[src/rtl/countdown_timer_ctrl.sv]
// Control stage for a two-digit BCD countdown built from cascaded down counters.
// Issues the per-second tick and the preset load, and tracks start/pause/stop/expiry.
module countdown_timer_ctrl #(
  parameter  int TICK_DIV = 31_500_000,
  localparam int DIV_W    = $clog2(TICK_DIV)
) (
  input  logic       clk,
  input  logic       reset,
  input  logic       start_p,
  input  logic       pause_p,
  input  logic       stop_p,
  input  logic [3:0] preset_tens,
  input  logic [3:0] preset_ones,
  input  logic       tc_tens,
  input  logic       tc_ones,
  output logic       loadN,
  output logic [3:0] datain_tens,
  output logic [3:0] datain_ones,
  output logic       ena,
  output logic       ena_cnt_ones,
  output logic       ena_cnt_tens,
  output logic       running,
  output logic       paused,
  output logic       expired_p
);

  typedef enum logic [2:0] {
    S_IDLE   = 3'd0,
    S_LOAD   = 3'd1,
    S_RUN    = 3'd2,
    S_PAUSED = 3'd3,
    S_DONE   = 3'd4
  } state_t;

  localparam logic [DIV_W-1:0] DIV_MAX = DIV_W'(TICK_DIV - 1);

  state_t           r_state;
  state_t           w_next;
  logic [DIV_W-1:0] r_div_cnt;
  logic [3:0]       r_datain_tens;
  logic [3:0]       r_datain_ones;
  logic             r_loadn;
  logic             r_expired;
  logic             w_tick;
  logic             w_expire;
  logic             w_start_acc;

  function automatic logic [3:0] bcd_clamp(input logic [3:0] d);
    bcd_clamp = (d > 4'd9) ? 4'd9 : d;
  endfunction

  assign w_tick      = (r_state == S_RUN) && (r_div_cnt == DIV_MAX);
  // A tick landing on 00 would wrap the counters, so expiry waits for a tick-free cycle.
  assign w_expire    = tc_ones & tc_tens & ~w_tick;
  assign w_start_acc = start_p && !stop_p && (r_state != S_LOAD);

  // Next-state decode: stop beats start, start beats pause.
  always_comb begin
    w_next = r_state;
    if (stop_p) begin
      w_next = S_IDLE;
    end else if (start_p && (r_state != S_LOAD)) begin
      w_next = S_LOAD;
    end else begin
      case (r_state)
        S_LOAD: w_next = S_RUN;
        S_RUN: begin
          if (pause_p) begin
            w_next = S_PAUSED;
          end else if (w_expire) begin
            w_next = S_DONE;
          end else begin
            w_next = S_RUN;
          end
        end
        S_PAUSED: begin
          if (pause_p) begin
            w_next = S_RUN;
          end else begin
            w_next = S_PAUSED;
          end
        end
        default: w_next = r_state;
      endcase
    end
  end

  // State register and registered strobes/load data.
  always_ff @(posedge clk) begin
    if (reset) begin
      r_state       <= S_IDLE;
      r_loadn       <= 1'b1;
      r_expired     <= 1'b0;
      r_datain_tens <= 4'd0;
      r_datain_ones <= 4'd0;
    end else begin
      r_state   <= w_next;
      r_loadn   <= (w_next != S_LOAD);
      r_expired <= (r_state == S_RUN) && (w_next == S_DONE);
      if (w_start_acc) begin
        r_datain_tens <= bcd_clamp(preset_tens);
        r_datain_ones <= bcd_clamp(preset_ones);
      end
    end
  end

  // Tick prescaler: cleared by LOAD, runs in RUN, frozen everywhere else.
  always_ff @(posedge clk) begin
    if (reset) begin
      r_div_cnt <= {DIV_W{1'b0}};
    end else if (r_state == S_LOAD) begin
      r_div_cnt <= {DIV_W{1'b0}};
    end else if (r_state == S_RUN) begin
      r_div_cnt <= (r_div_cnt == DIV_MAX) ? {DIV_W{1'b0}} : r_div_cnt + DIV_W'(1);
    end
  end

  assign loadN        = r_loadn;
  assign datain_tens  = r_datain_tens;
  assign datain_ones  = r_datain_ones;
  assign expired_p    = r_expired;
  assign ena          = w_tick;
  assign ena_cnt_ones = (r_state == S_RUN);
  assign ena_cnt_tens = (r_state == S_RUN) & tc_ones;
  assign running      = (r_state == S_RUN);
  assign paused       = (r_state == S_PAUSED);

endmodule
[config.mk]
export PLATFORM = sky130hd
export DESIGN_NAME = countdown_timer_ctrl
export DESIGN_NICKNAME = d
export VERILOG_FILES = /design/src/rtl/countdown_timer_ctrl.sv
export SDC_FILE = /design/constraint.sdc
export NUM_CORES = 1
export LEC_CHECK = 0
export ABC_AREA = 1
export BUFFER_PORTS_ARGS = -buffer_cell sky130_fd_sc_hd__buf_2
export CAP_MARGIN = 10
export CELL_PAD_IN_SITES_DETAIL_PLACEMENT = 0
export CELL_PAD_IN_SITES_GLOBAL_PLACEMENT = 2
export CORE_ASPECT_RATIO = 1.1
export CORE_MARGIN = 1.5
export CORE_UTILIZATION = 27
export CTS_CLUSTER_DIAMETER = 200
export DETAILED_ROUTE_END_ITERATION = 10
export PLACE_DENSITY_LB_ADDON = 0.1
export SLEW_MARGIN = 20
export SYNTH_ARGS = -nofsm -noshare
export SYNTH_HDL_FRONTEND = slang
export SYNTH_SLANG_ARGS = --single-unit
[constraint.sdc]
create_clock -name clk -period 1.6 [get_ports clk]
set_input_delay 0.16 -clock clk [delete_from_list [all_inputs] [get_ports clk]]
set_output_delay 0.16 -clock clk [all_outputs]
set_load 0.01 [all_outputs]
# Word-level counts from Yosys, hierarchy flattened
# Index checks and enable logic that the tools add are counted.
# Widths: inputs -> output; s select.
dict set report totals {
  ff_bits 38
  inputBits 15
  output_inout_bits 15
  elab_cells 36
}
dict set report classes {
  addsub 1
  order_cmp 2
  eq_ne 7
  muxes 9
  bitwise_logic 4
  reduce_logical 7
}
# operator n
set op_table {}
lappend op_table {{$add 25x1->25 const B} 1}
lappend op_table {{$eq 25x25->1 const B} 1}
lappend op_table {{$mux 25} 1}
lappend op_table {{$mux 3} 4}
lappend op_table {{$pmux 3 s3} 1}
lappend op_table {{$gt 4x4->1 const B} 2}
lappend op_table {{$mux 4} 2}
lappend op_table {{$eq 3x2->1 const B} 2}
lappend op_table {{$ne 3x1->1 const B} 2}
lappend op_table {{$logic_and 1x1->1} 5}
lappend op_table {{$and 1x1->1} 3}
lappend op_table {{$eq 3x1->1 const B} 1}
lappend op_table {{$eq 3x3->1 const B} 1}
lappend op_table {{$reduce_or 2->1} 1}
lappend op_table {{$logic_not 1->1} 1}
lappend op_table {{$mux 1} 1}
lappend op_table {{$not 1->1} 1}

# Depth between registers and ports, before layout
dict set report logic_depth {
  depth_word 11
  mapped_depth 11
}

# Least setup slack after synthesis
# No wires, ideal clock.
dict set report synth_path {
  path_type {flip-flop to flip-flop}
  from {reg r_div_cnt[0]}
  to {reg r_div_cnt[16]}
  setup_time_ns 0.118
  arrival_time_ns 1.442
  required_ns 1.482
  path_slack_ns 0.040
  path_stages_with_launch 12
  n_path_buf 1
  period_less_slack_ns 1.560
  cell_sequence {dfxtp_1 -> ha_1 -> nand2_1 -> nor2_2 -> nand2_4 -> nor2_4 -> nand2_2 -> nand2_4 -> inv_2 -> buf_6 -> nand2_1 -> nor2_1}
}
dict set report synth_between {
  elab_chain_cells 2
  elab_cells_between_ends 3
  classes_between {add/sub (1); eq/ne (1); mux (1)}
}
# item line
set synth_lines {}
lappend synth_lines {{start, declared} 39} ;# logic [DIV_W-1:0] r_div_cnt;
lappend synth_lines {{start signal, assigned} 110} ;# r_div_cnt <= {DIV_W{1'b0}};
lappend synth_lines {{start signal, assigned} 112} ;# r_div_cnt <= {DIV_W{1'b0}};
lappend synth_lines {{start signal, assigned} 114} ;# r_div_cnt <= (r_div_cnt == DIV_MAX) ? {DIV_W{1'b0}} : r_div_cnt + DIV_W'(1);
lappend synth_lines {{$add 25x1->25 or $eq 25x25->1 (tied branches)} 114}
lappend synth_lines {{$mux 25 *} 114}
# Every way passes the cells marked *; elsewhere a longest branch is shown, timed or not.
# A chain may end at the register's enable or synchronous reset.

# Worst setup path after layout
dict set report layout_path {
  from {reg r_div_cnt[1]}
  to {out ena}
}
dict set report layout_between {
  elab_chain_cells 2
}
# item line
set layout_lines {}
lappend layout_lines {{$eq 25x25->1} 52} ;# assign w_tick = (r_state == S_RUN) && (r_div_cnt == DIV_MAX);
lappend layout_lines {{$logic_and 1x1->1} 52}
lappend layout_lines {{end, declared} 19} ;# output logic ena,
# No other way between the ends.

==> metrics.yaml <==
status: "complete, no violations"
timing.final.crit_share_pct: 97.8
worst_setup_path_end_kind: "primary output"
cp.arrival_ps: 1410
async_reset_ff_share_pct: 0
dieHeight_um: 93.1
final_util_pct: 37.3
netlist_area_mm2: 0.00199
wl_per_cell_um: 11.8
yosysWarnings: 0
antenna_found_initial: 0
synth_top_area_share_pct: 38.2
p_sw_uw: 462
grt_pass1_wl_um: 9260
hold_viol_final: 0
synth_top_cell_by_area: "dfxtp_1"
max_cap_violations: 0
finalMaxSlewViolations: 0
internal_power_uw: 1470
grt_overflow: 0
gp_congestion: 0.775
finalNonFillerCells: 449
start_util_pct: 28.1
rsz0062_at_grt: "yes"
slowest_delay_ps: 350
power_uw: 1940
ys.flop_type: "dfxtp_1"
p_clk_share_pct: 43.7
drive_above_1_share_pct: 29.4
routed_wl_um: 5320
portBuffers: 29
regArea_um2: 771
die_area_mm2: 0.00790
core_area_mm2: 0.00709
cp.required_ps: 1440
final.min_clock_period_ps: 1570
drcViolationCount: 0
clkSlewWorstSetupHoldPaths_ps: 90
fillers: 794
postSynthAreaPerCell_um2: 6.62
synthMostInstantiatedCell: "nand2_1"
power_density_mw_per_mm2: 733
fin_nets: 379
crit_type: "flip-flop to primary output"
clock-root-buffer: "clkbuf_8"
relSlewSlack_pct: 83.1
comb_power_share_pct: 6.6
areaGrowthSynthToFinish_pct: 32.5
antenna_cells: 0
vdd_ir_drop_max_v: 0.000353
cts_max_level: 2
pre_cts_slack_ps: 0.840
setup_viol: 0
critPathSlowestCell: "dfxtp_2"
grt_max_degree: 14
cellLeakagePower_uw: 0.00113
cts_inserted_buffers: 5
hold_buffers: 0
yosysSeqAreaShare_pct: 38.2
hold_class: "primary input to flip-flop"
max-clock-path-buffers: 2
multi_input_area_mm2: 0.00110
synth.distinct_cells: 30
seq_power_share_pct: 49.8
timing.fmax_mhz: 639
path_max_fanout: 4
synth.area.top_cells: "dfxtp_1 38%, nand2_1 13%, nor2_1 9.4%"
cts_tree: "yes"
synthTopCellsByCount: "70 x nand2_1, 50 x nor2_1, 41 x inv_1"
worst_slack_ps: 34.9
fin_tns_setup_ps: 0
yosys_register_bits: 38
row_count: 32
p_sw_share_pct: 23.9
ant_nets: 0
placed_cells: 433
critPathMostFrequentCell: "nand2_4"
cts_sinks: 38
track_usage_pct: 14.9
io_pins: 30
fin_skew_ps: 7.38
place_hpwl_um: 4130
viasPerCell: 4.46
synthCells: 301
dr.pass1.iters: 4
tightest_slew_ps: 253
insertion_delay_ps: 300
synth_edf_count: 0
synthesis.nets: 317
die_w_um: 84.9
grt_pass1_vias: 1988
path_cells: "ha_4 > nand2_4 > nor2_4 > nand2_4 > nor2_4 > nand2_4 > inv_2 > buf_6"
drt_iter0_drc: 64
cp-start-kind: "flip-flop"
via_count: 2002
==> per-layer routing <==
layer / global-route usage [%] / wire (um) / part of all wire [%] / vias up
met5: 0 / 0 / 0 / -
met1: 18.2 / 2540 / 48 / 895
met2: 26.7 / 2570 / 48 / 27
met4: 4.10 / 65 / 1.2 / 0
li1: - / - / - / 1075
met3: 2.74 / 138 / 2.6 / 5
==> through the flow <==
stage	hold WS, ps	instance area, um^2
3_5_place_dp	407	2380
3_3_place_gp	409	2380
5_1_grt	120	2640
6_report	92.2	2640
2_1_floorplan	277	1990
4_1_cts	88.2	2580
==> repair_timing <==
item | CTS | global route
setup buffers | 6 | 2
setup endpoints to repair | 3 | 21
endpoints found under the hold margin | 0 | 0
gates resized for setup | 11 | 17
pin swaps | 5 | 4
==> logic make-up after synthesis <==
kind of cell             synth area share (%)
buffers and inverters                    9.67
flip-flops                               38.2
AND/OR/NAND/NOR                          41.6
adder cells (fa/ha/maj)                 0.628
AO/OA/AOI/OAI                            9.05
XOR/XNOR                                0.880
==> area by class of cell <==
cell class | count | area share (%)
Tap cell | 85 | 4.03
Multi-Input combinational cell | 215 | 41.7
Clock inverter | 3 | 1.71
Inverter | 44 | 6.35
Clock buffer | 5 | 2.61
Sequential cell | 38 | 29.2
Timing Repair Buffer | 59 | 14.4
==> cell usage in the layout (no fill, tap or decap), types with 3 or more instances in the layout <==
master / count
nor3_1: 7
nor2_4: 7
inv_1: 40
nand3_1: 21
nor2_2: 3
a21oi_1: 20
nand4_1: 5
dfxtp_1: 30
buf_2: 28
inv_2: 3
nand2_2: 4
buf_4: 29
nand2_1: 68
clkbuf_8: 5
o21ai_0: 6
dfxtp_2: 8
nand2_4: 4
nor2_1: 48
==> sequential cells by signal, indices dropped and copies added (netlist names) <==
name         flops
datain_ones      4
datain_tens      4
expired_p        1
loadN            1
r_div_cnt       25
r_state          3
==> power groups by stage <==
stage | registers [uW] | clock network [uW] | logic (uW)
after floorplan | 990 | 0 | 64.7
after global placement | 986 | 0 | 127
after detailed placement | 986 | 0 | 126
after CTS | 964 | 874 | 128
after global routing | 966 | 909 | 145
final | 964 | 846 | 127
==> final timing paths <==
| check | start | endpoint | slack (ps) | depth (start not counted) |
|---|---|---|---|---|
| hold reg to reg | r_div_cnt[9] | r_div_cnt[9] | 450 | 1 |
| setup / recovery | r_div_cnt[1] | ena | 30 | 8 |
| setup reg to reg | r_div_cnt[1] | r_div_cnt[7] | 70 | 11 |
| hold / removal | reset | loadN | 90 | 3 |
==> worst max-delay path: cells and delay by family, from the launching register on <==
kind | cells | cell delay (ps)
buffers and inverters | 2 | 150
adders and majority gates | 1 | 150
DFF | 1 | 350
and+or+nand+nor | 5 | 460
(Power assumes the default switching activity.)
